--- src/rtl/wb_pkg.sv ---
// Shared Wishbone definitions: bus widths and the arbiter state encoding.
package wb_pkg;

  localparam int WB_DW   = 32;
  localparam int WB_AW   = 32;
  localparam int WB_SELW = 4;

  typedef enum logic [1:0] {
    ARB_IDLE     = 2'd0,
    ARB_BUSY     = 2'd1,
    ARB_ERR_WAIT = 2'd2
  } arb_state_t;

endpackage

--- src/rtl/rr_priority_sel.sv ---
// Combinational round-robin picker: first asserted req scanning ptr, ptr+1, .. mod N.
module rr_priority_sel #(
  parameter int N  = 3,
  parameter int PW = $clog2(N)
) (
  input  logic [N-1:0]  req,
  input  logic [PW-1:0] ptr,
  output logic [N-1:0]  gnt
);

  logic [PW:0] w_idx;
  logic        w_found;

  always_comb begin
    gnt     = '0;
    w_found = 1'b0;
    w_idx   = '0;
    for (int i = 0; i < N; i++) begin
      // One spare bit holds ptr+i before folding back into 0..N-1.
      w_idx = {1'b0, ptr} + (PW+1)'(i);
      if (w_idx >= (PW+1)'(N)) w_idx = w_idx - (PW+1)'(N);
      if (!w_found && req[w_idx[PW-1:0]]) begin
        gnt[w_idx[PW-1:0]] = 1'b1;
        w_found            = 1'b1;
      end
    end
  end

endmodule

--- src/rtl/wb_rr_arbiter.sv ---
// Round-robin arbiter sharing one classic Wishbone slave port between N masters,
// with whole-cycle ownership, owner-only ack/err routing and a stuck-transfer timeout.
module wb_rr_arbiter
  import wb_pkg::*;
#(
  parameter int N_MASTERS      = 3,
  parameter int TIMEOUT_CYCLES = 255
) (
  input  logic                         clk,
  input  logic                         rstn_i,
  input  logic [N_MASTERS-1:0]         m_cyc_i,
  input  logic [N_MASTERS-1:0]         m_stb_i,
  input  logic [N_MASTERS-1:0]         m_we_i,
  input  logic [WB_SELW*N_MASTERS-1:0] m_sel_i,
  input  logic [WB_AW*N_MASTERS-1:0]   m_adr_i,
  input  logic [WB_DW*N_MASTERS-1:0]   m_dat_i,
  output logic [WB_DW-1:0]             m_dat_o,
  output logic [N_MASTERS-1:0]         m_ack_o,
  output logic [N_MASTERS-1:0]         m_err_o,
  output logic                         s_cyc_o,
  output logic                         s_stb_o,
  output logic                         s_we_o,
  output logic [WB_SELW-1:0]           s_sel_o,
  output logic [WB_AW-1:0]             s_adr_o,
  output logic [WB_DW-1:0]             s_dat_o,
  input  logic [WB_DW-1:0]             s_dat_i,
  input  logic                         s_ack_i,
  input  logic                         s_err_i,
  output logic [N_MASTERS-1:0]         grant_o,
  output logic                         timeout_o
);

  localparam int PW = $clog2(N_MASTERS);
  localparam int CW = (TIMEOUT_CYCLES > 0) ? $clog2(TIMEOUT_CYCLES + 1) : 1;

  arb_state_t             r_state, r_state_next;
  logic [N_MASTERS-1:0]   r_grant, r_grant_next;
  logic [PW-1:0]          r_ptr, r_ptr_next;
  logic [CW-1:0]          r_cnt, r_cnt_next;

  logic [N_MASTERS-1:0]   w_gnt;
  logic [PW-1:0]          w_sel_ptr, w_owner, w_rel_ptr;
  logic                   w_own_cyc, w_own_stb, w_own_we, w_busy, w_tmo_hit;
  logic [WB_SELW-1:0]     w_own_sel;
  logic [WB_AW-1:0]       w_own_adr;
  logic [WB_DW-1:0]       w_own_dat;

  always_ff @(posedge clk or negedge rstn_i) begin
    if (!rstn_i) begin
      r_state <= ARB_IDLE;
      r_grant <= '0;
      r_ptr   <= '0;
      r_cnt   <= '0;
    end else begin
      r_state <= r_state_next;
      r_grant <= r_grant_next;
      r_ptr   <= r_ptr_next;
      r_cnt   <= r_cnt_next;
    end
  end

  always_comb begin
    w_owner   = '0;
    w_own_cyc = 1'b0;
    w_own_stb = 1'b0;
    w_own_we  = 1'b0;
    w_own_sel = '0;
    w_own_adr = '0;
    w_own_dat = '0;
    for (int k = 0; k < N_MASTERS; k++) begin
      if (r_grant[k]) begin
        w_owner   = PW'(k);
        w_own_cyc = m_cyc_i[k];
        w_own_stb = m_stb_i[k];
        w_own_we  = m_we_i[k];
        w_own_sel = m_sel_i[k*WB_SELW +: WB_SELW];
        w_own_adr = m_adr_i[k*WB_AW +: WB_AW];
        w_own_dat = m_dat_i[k*WB_DW +: WB_DW];
      end
    end
  end

  assign w_rel_ptr = (w_owner == PW'(N_MASTERS - 1)) ? '0 : w_owner + PW'(1);
  // A release scans from the departing owner's successor, an idle grant from the stored pointer.
  assign w_sel_ptr = (r_state == ARB_IDLE) ? r_ptr : w_rel_ptr;

  rr_priority_sel #(
    .N  (N_MASTERS),
    .PW (PW)
  ) u_sel (
    .req (m_cyc_i),
    .ptr (w_sel_ptr),
    .gnt (w_gnt)
  );

  assign w_tmo_hit = (TIMEOUT_CYCLES != 0) && (r_cnt == CW'(TIMEOUT_CYCLES)) &&
                     w_own_stb && !s_ack_i && !s_err_i;

  always_comb begin
    r_state_next = r_state;
    r_grant_next = r_grant;
    r_ptr_next   = r_ptr;
    r_cnt_next   = '0;
    m_ack_o      = '0;
    m_err_o      = '0;
    timeout_o    = 1'b0;
    case (r_state)
      ARB_IDLE: begin
        if (|m_cyc_i) begin
          r_grant_next = w_gnt;
          r_state_next = ARB_BUSY;
        end
      end
      ARB_BUSY, ARB_ERR_WAIT: begin
        if (!w_own_cyc) begin
          r_ptr_next   = w_rel_ptr;
          r_grant_next = w_gnt;
          r_state_next = (|m_cyc_i) ? ARB_BUSY : ARB_IDLE;
        end else if (r_state == ARB_BUSY) begin
          m_err_o = r_grant & {N_MASTERS{s_err_i}};
          m_ack_o = r_grant & {N_MASTERS{s_ack_i & ~s_err_i}};
          if (w_tmo_hit) begin
            m_err_o      = r_grant;
            timeout_o    = 1'b1;
            r_state_next = ARB_ERR_WAIT;
          end else if (w_own_stb && !s_ack_i && !s_err_i) begin
            r_cnt_next = r_cnt + CW'(1);
          end
        end
      end
      default: begin
        r_state_next = ARB_IDLE;
        r_grant_next = '0;
      end
    endcase
  end

  assign w_busy    = (r_state == ARB_BUSY);
  assign s_cyc_o   = w_busy & w_own_cyc;
  assign s_stb_o   = w_busy & w_own_cyc & w_own_stb;
  assign s_we_o    = w_busy & w_own_we;
  assign s_sel_o   = w_busy ? w_own_sel : '0;
  assign s_adr_o   = w_busy ? w_own_adr : '0;
  assign s_dat_o   = w_busy ? w_own_dat : '0;
  assign m_dat_o   = w_busy ? s_dat_i : '0;
  assign grant_o   = r_grant;

endmodule
--- config.mk ---
export PLATFORM = sky130hd
export DESIGN_NAME = wb_rr_arbiter
export DESIGN_NICKNAME = d
export VERILOG_FILES = /design/src/rtl/wb_pkg.sv /design/src/rtl/rr_priority_sel.sv /design/src/rtl/wb_rr_arbiter.sv
export SDC_FILE = /design/constraint.sdc
export NUM_CORES = 1
export LEC_CHECK = 0
export ABC_AREA = 1
export CAP_MARGIN = 10
export CORE_AREA = 3 3 140 142
export CTS_CLUSTER_DIAMETER = 60
export CTS_CLUSTER_SIZE = 24
export DETAILED_ROUTE_END_ITERATION = 7
export DIE_AREA = 0 0 143 145
export PLACE_DENSITY = 0.62
export SLEW_MARGIN = 10
export SYNTH_ARGS = -nofsm -noshare
export SYNTH_HDL_FRONTEND = slang
export SYNTH_SLANG_ARGS = --single-unit
export TNS_END_PERCENT = 10
--- constraint.sdc ---
create_clock -name clk -period 7 [get_ports clk]
set_clock_uncertainty 0.15 [all_clocks]
set_input_delay 0.7 -clock clk [delete_from_list [all_inputs] [get_ports clk]]
set_output_delay 0.7 -clock clk [all_outputs]
set_load 0.01 [all_outputs]
==> results.ini, run 1 <==
[power]
power.density_mw_per_mm2 = 267.4
irDropWorstVdd_mv = 0.1284
power_mw = 1.821
p_leak_nw = 2.697

[placement]
pre_cts_ws_ps = 3279
dpl_cell_area_mm2 = 0.006731
dp_hpwl_mm = 13.17
place_congestion = 0.8695
io_buffers = 361
dp.cells = 1132

[finish]
final_common_cell = clkdlybuf4s50_1
diodes = 0
mostFrequentLayoutCells = clkdlybuf4s50_1 (361), nand2_1 (233), nand3_1 (94)
final_util_pct = 36.66
finish.instance_area_mm2 = 0.006812
stdcell_count = 1136
syn_to_final_growth_pct = 132.1
nNetsFinal = 1161
drive_above_1_share_pct = 2.661

[worst_setup_path]
r2r_slack_ps = 4080
worst-setup-path-type = flop to output port
worst-path-max-fanout = 47
r2r-start = grant_o[2]
cp_slowest_cell = nor2_4
cp.arrival_ps = 3080
crit_required_ps = 6150
endpoint_kind = output port
reg2reg_depth = 15
crit_path_start_kind = flop
rr_endpoint = grant_o[2]
critPathMaxStageDelay_ps = 570
crit_top_cell = nor2_4
cp_cell_sequence = nor2_4 -> buf_4 -> nand2_1 -> nand3_1 -> nor2_4 -> a21oi_1 -> nor2_1 -> clkdlybuf4s50_1

[global_route]
grt_pass1_wl_mm = 25.70
antenna_found_initial = 0
grt_util_all_layers_pct = 14.97
grt_pass1_vias = 4749
overflow = 0
grt_max_degree = 63

[floorplan]
die_area_mm2 = 0.02074
row_count = 50
die_y_um = 145
io-pin-count = 362
initial_core_util_pct = 15.80
core_area_mm2 = 0.01858
die_w_um = 143

[logic_synthesis]
synth_cell_types = 24
avgSynthCellArea_um2 = 5.123
synth_area_mm2 = 0.002935
synth_nets = 831
ys_ff_latch = 15
synth_cells = 573
yosysSeqAreaShare_pct = 12.79
yosysWarnings = 0

[drt]
wl_mm = 16.84
vias = 4950
drt-wirelength-per-cell_um = 14.82
drtIter0Drc = 336
drtAntennaViolNets = 0
via_per_inst = 4.357
drcViolationCount = 0
dr.pass1.iters = 5

[timing]
whs_ps = 319.2
slew_headroom_pct = 50.89
setup_slack_ps = 3072
min_period_ps = 3928
slew_viol_final = 0
tns_ps = 0
min_period_over_period_pct = 56.12
tightest_slew_ps = 734.4
setup-violations-final = 0
rsz0062_at_grt = false
fmax_mhz = 254.6
finalHoldViolCount = 0

[cts]
clockRootBuffer = clkbuf_16
tritoncts = built
clk_path_buf_depth = 2
cts_sinks = 15
cts.clk_slew.worst_paths_ps = 50
numCtsBuffers = 3
cts_resized = 0
ctsHoldBuffers = 0
clock_latency_ps = 250
h-tree-depth = 1
post-cts-setup-buffers = 0

[min_path]
holdPathStages = 1
hold_start = r_cnt[0]
min_to = r_cnt[0]
hp-class = flop to flop

[job]
cap_violations = 0

[status]
status = completed

## metal layers
metal | global-route usage [%] | wire, um
met3 | 2.208 | 1312
met2 | 26.41 | 8399
met1 | 19.35 | 6862
met4 | 2.709 | 262
met5 | 0 | 0
## power breakdown
part           internal, mW  total, mW  switching (mW)  leakage, nW
Clock                0.0764      0.113          0.0370       0.0409
Sequential            0.106      0.150          0.0437        0.198
Combinational         0.697       1.56           0.862         2.46
Total                 0.879       1.82           0.942         2.70
## worst max path at each step
stage,start,endpoint,slack [ps],cells past startpoint
after global routing,grant_o[2],m_err_o[1],2850,8
final,grant_o[2],m_err_o[2],3070,8
after detailed placement,grant_o[2],m_err_o[1],3280,8
after floorplan,r_state[0],m_err_o[0],4560,7
after global placement,grant_o[2],m_err_o[1],3290,8
after CTS,grant_o[2],m_err_o[1],2990,8
## flip-flops by register name, summed over array words and instances (netlist names)
signal	flops
grant_o	3
r_cnt	8
r_ptr	2
r_state	2
## final cells by class
cell class | count | area, um2
Fill cell | 1980 | 11770
Multi-Input combinational cell | 453 | 2166
Sequential cell | 15 | 377.9
Clock inverter | 1 | 5.005
Tap cell | 234 | 292.8
Inverter | 63 | 236.5
Timing Repair Buffer | 367 | 3659
Clock buffer | 3 | 75.07
## cells by family (layout without fill, tap and decap cells)
logic type / Yosys count / count (layout) / share of synthesized area (%)
simple gates: 361 / 361 / 52.30
compound gates: 81 / 81 / 16.88
xor+xnor: 2 / 2 / 0.5969
buf+inv: 105 / 434 / 13.60
fa+ha+maj: 9 / 9 / 3.836
flops: 15 / 15 / 12.79
## cell usage after synthesis, drive strengths merged
| cell type | n | area, um2 |
|---|---|---|
| buf | 16 | 65.06 |
| nand3 | 95 | 480.5 |
| inv | 63 | 236.5 |
| nor3b | 1 | 12.51 |
| dfrtp | 15 | 375.4 |
| nor3 | 6 | 35.03 |
| nor2 | 20 | 95.09 |
| o21ai | 10 | 53.80 |
| nand2 | 233 | 874.6 |
| nand4 | 4 | 25.02 |
| a31oi | 69 | 431.7 |
| clkbuf | 26 | 97.59 |
| a21oi | 2 | 10.01 |
| or2 | 2 | 12.51 |
| ha | 9 | 112.6 |
| xor2 | 2 | 17.52 |
## critical path: cells and delay by family, from the launching register on
family / cells / cell delay (ps)
compound gates: 1 / 240
flops: 1 / 540
buf+inv: 2 / 1030
simple gates: 5 / 980
Power figures use the tool's default switching activity.
==> run 2: changes to the inputs <==
Settings changed: CORE_AREA 3 3 140 142 to 3 3 141 143, DIE_AREA 0 0 143 145 to 0 0 144 146, PLACE_DENSITY 0.62 to 0.64.
Clock period 7 ns to 3.4 ns, I/O delays scaled along.
==> results.ini, run 2 (same netlist as run 1, synthesis figures left out) <==
[job]
cap_violations = 0

[cts]
clk_path_buf_depth = 2
h-tree-depth = 1
tritoncts = built
numCtsBuffers = 3
cts_resized = 0
cts_sinks = 15
ctsHoldBuffers = 0
post-cts-setup-buffers = 0
clockRootBuffer = clkbuf_16
cts.clk_slew.worst_paths_ps = 50
clock_latency_ps = 240

[worst_setup_path]
crit_path_start_kind = flop
reg2reg_depth = 16
r2r_slack_ps = 760
critPathMaxStageDelay_ps = 550
worst-setup-path-type = flop to output port
endpoint_kind = output port
rr_endpoint = grant_o[1]
cp.arrival_ps = 2590
cp_cell_sequence = inv_1 -> ha_1 -> inv_2 -> buf_4 -> nor3_1 -> clkdlybuf4s50_1
r2r-start = r_state[0]
worst-path-max-fanout = 39
cp_top_family = buffers and inverters
crit_buf_inv = 4
crit_required_ps = 2910
cp_slowest_cell = clkdlybuf4s50_1

[placement]
dp.cells = 1139
place_congestion = 0.8915
pre_cts_ws_ps = 520.1
dp_hpwl_mm = 14.09
io_buffers = 361

[drt]
drtAntennaViolNets = 0
via_per_inst = 4.398
dr.pass1.iters = 6
vias = 5027
drtIter0Drc = 225
drt-wirelength-per-cell_um = 15.49
drcViolationCount = 0
wl_mm = 17.71

[timing]
tightest_slew_ps = 721.3
finalHoldViolCount = 0
fmax_mhz = 324.8
tns_ps = 0
min_period_over_period_pct = 90.56
setup-violations-final = 0
whs_ps = 332.8
slew_headroom_pct = 51.76
setup_slack_ps = 320.9
min_period_ps = 3079
rsz0062_at_grt = false
slew_viol_final = 0

[power]
p_int_mw = 1.852
power_mw = 3.849
power.density_mw_per_mm2 = 560.8
p_seq_share_pct = 6.8
sw_frac_of_total_pct = 51.88
p_leak_nw = 2.730
irDropWorstVdd_mv = 0.2887
switchingPower_mw = 1.997
pwr-share-comb_pct = 87.2
p_clk_share_pct = 6.0

[min_path]
min_to = r_cnt[0]
hold_start = r_cnt[0]
holdPathStages = 1
hp-class = flop to flop

[finish]
top_register = r_cnt
drive_above_1_share_pct = 3.300
mostFrequentLayoutCells = clkdlybuf4s50_1 (361), nand2_1 (233), nand3_1 (94)
nNetsFinal = 1168
diodes = 0
largest_reg_flops = 8
syn_to_final_growth_pct = 133.8
stdcell_count = 1143
final_common_cell = clkdlybuf4s50_1

[floorplan]
die_area_mm2 = 0.02102
core_area_mm2 = 0.01871
initial_core_util_pct = 15.69
die_y_um = 146
row_count = 50
io-pin-count = 362
die_w_um = 144

[global_route]
grt_pass1_vias = 4781
antenna_found_initial = 0
grt_pass1_wl_mm = 25.93
overflow = 0
grt_util_all_layers_pct = 15.22
grt_max_degree = 40

[status]
status = completed

## run 2: changes by cell type in the layout (fill, tap and decap cells not counted)
| cell | delta |
|---|---|
| buf_4 | +7 |
| clkbuf_1 | +1 |
| clkinv_2 | -1 |
## run 2: power groups by stage
stage          Sequential (mW)  Clock (mW)  Combinational (mW)
2_1_floorplan            0.253           0                1.75
3_3_place_gp             0.265           0                3.35
3_5_place_dp             0.265           0                3.37
4_1_cts                  0.263       0.234                3.39
5_1_grt                  0.269       0.245                3.67
6_report                 0.263       0.231                3.35
## run 2: worst register-to-register path: stages, from the launching register on
cell and delay, ps:
dfrtp_1 420, inv_1 80, ha_1 260, inv_1 100, o21ai_0 380, inv_1 120, ha_1 300, inv_1 100
nand2_1 50, nand3_1 70, nand2_1 120, nand2_1 90, inv_1 60, nand3_1 60, nand2_1 60, nand2_1 70
nand2_1 50
## run 2: stage by stage
step	utilization, %	instance area (um2)
after global routing	36.69	6863
after global placement	36.27	6784
after detailed placement	36.27	6784
after CTS	36.69	6863
after floorplan	-	2935
final	36.69	6863
## run 2: area by class of cell
type | count | area [um2]
fillers | 2020 | 11840
repair buffers | 374 | 3711
multi-input cells | 453 | 2166
flip-flops and latches | 15 | 377.9
well taps | 234 | 292.8
inverters | 63 | 236.5
clock buffers | 4 | 78.83
## run 2: worst max path at each step
stage / endpoint / depth (start not counted) / from
5_1_grt: s_stb_o / 6 / r_state[1]
3_3_place_gp: s_stb_o / 5 / r_state[0]
6_report: s_stb_o / 6 / r_state[1]
4_1_cts: s_stb_o / 6 / r_state[1]
3_5_place_dp: s_stb_o / 6 / r_state[1]
2_1_floorplan: grant_o[1] / 16 / grant_o[2]
## run 2: routing by layer
layer / part of all wire (%) / GRT usage, % / vias to the layer above
met5: 0 / 0 / -
met4: 1.7 / 3.249 / 0
met3: 7.5 / 2.760 / 22
met2: 50 / 27.12 / 216
met1: 41 / 18.92 / 2236
li1: - / - / 2553
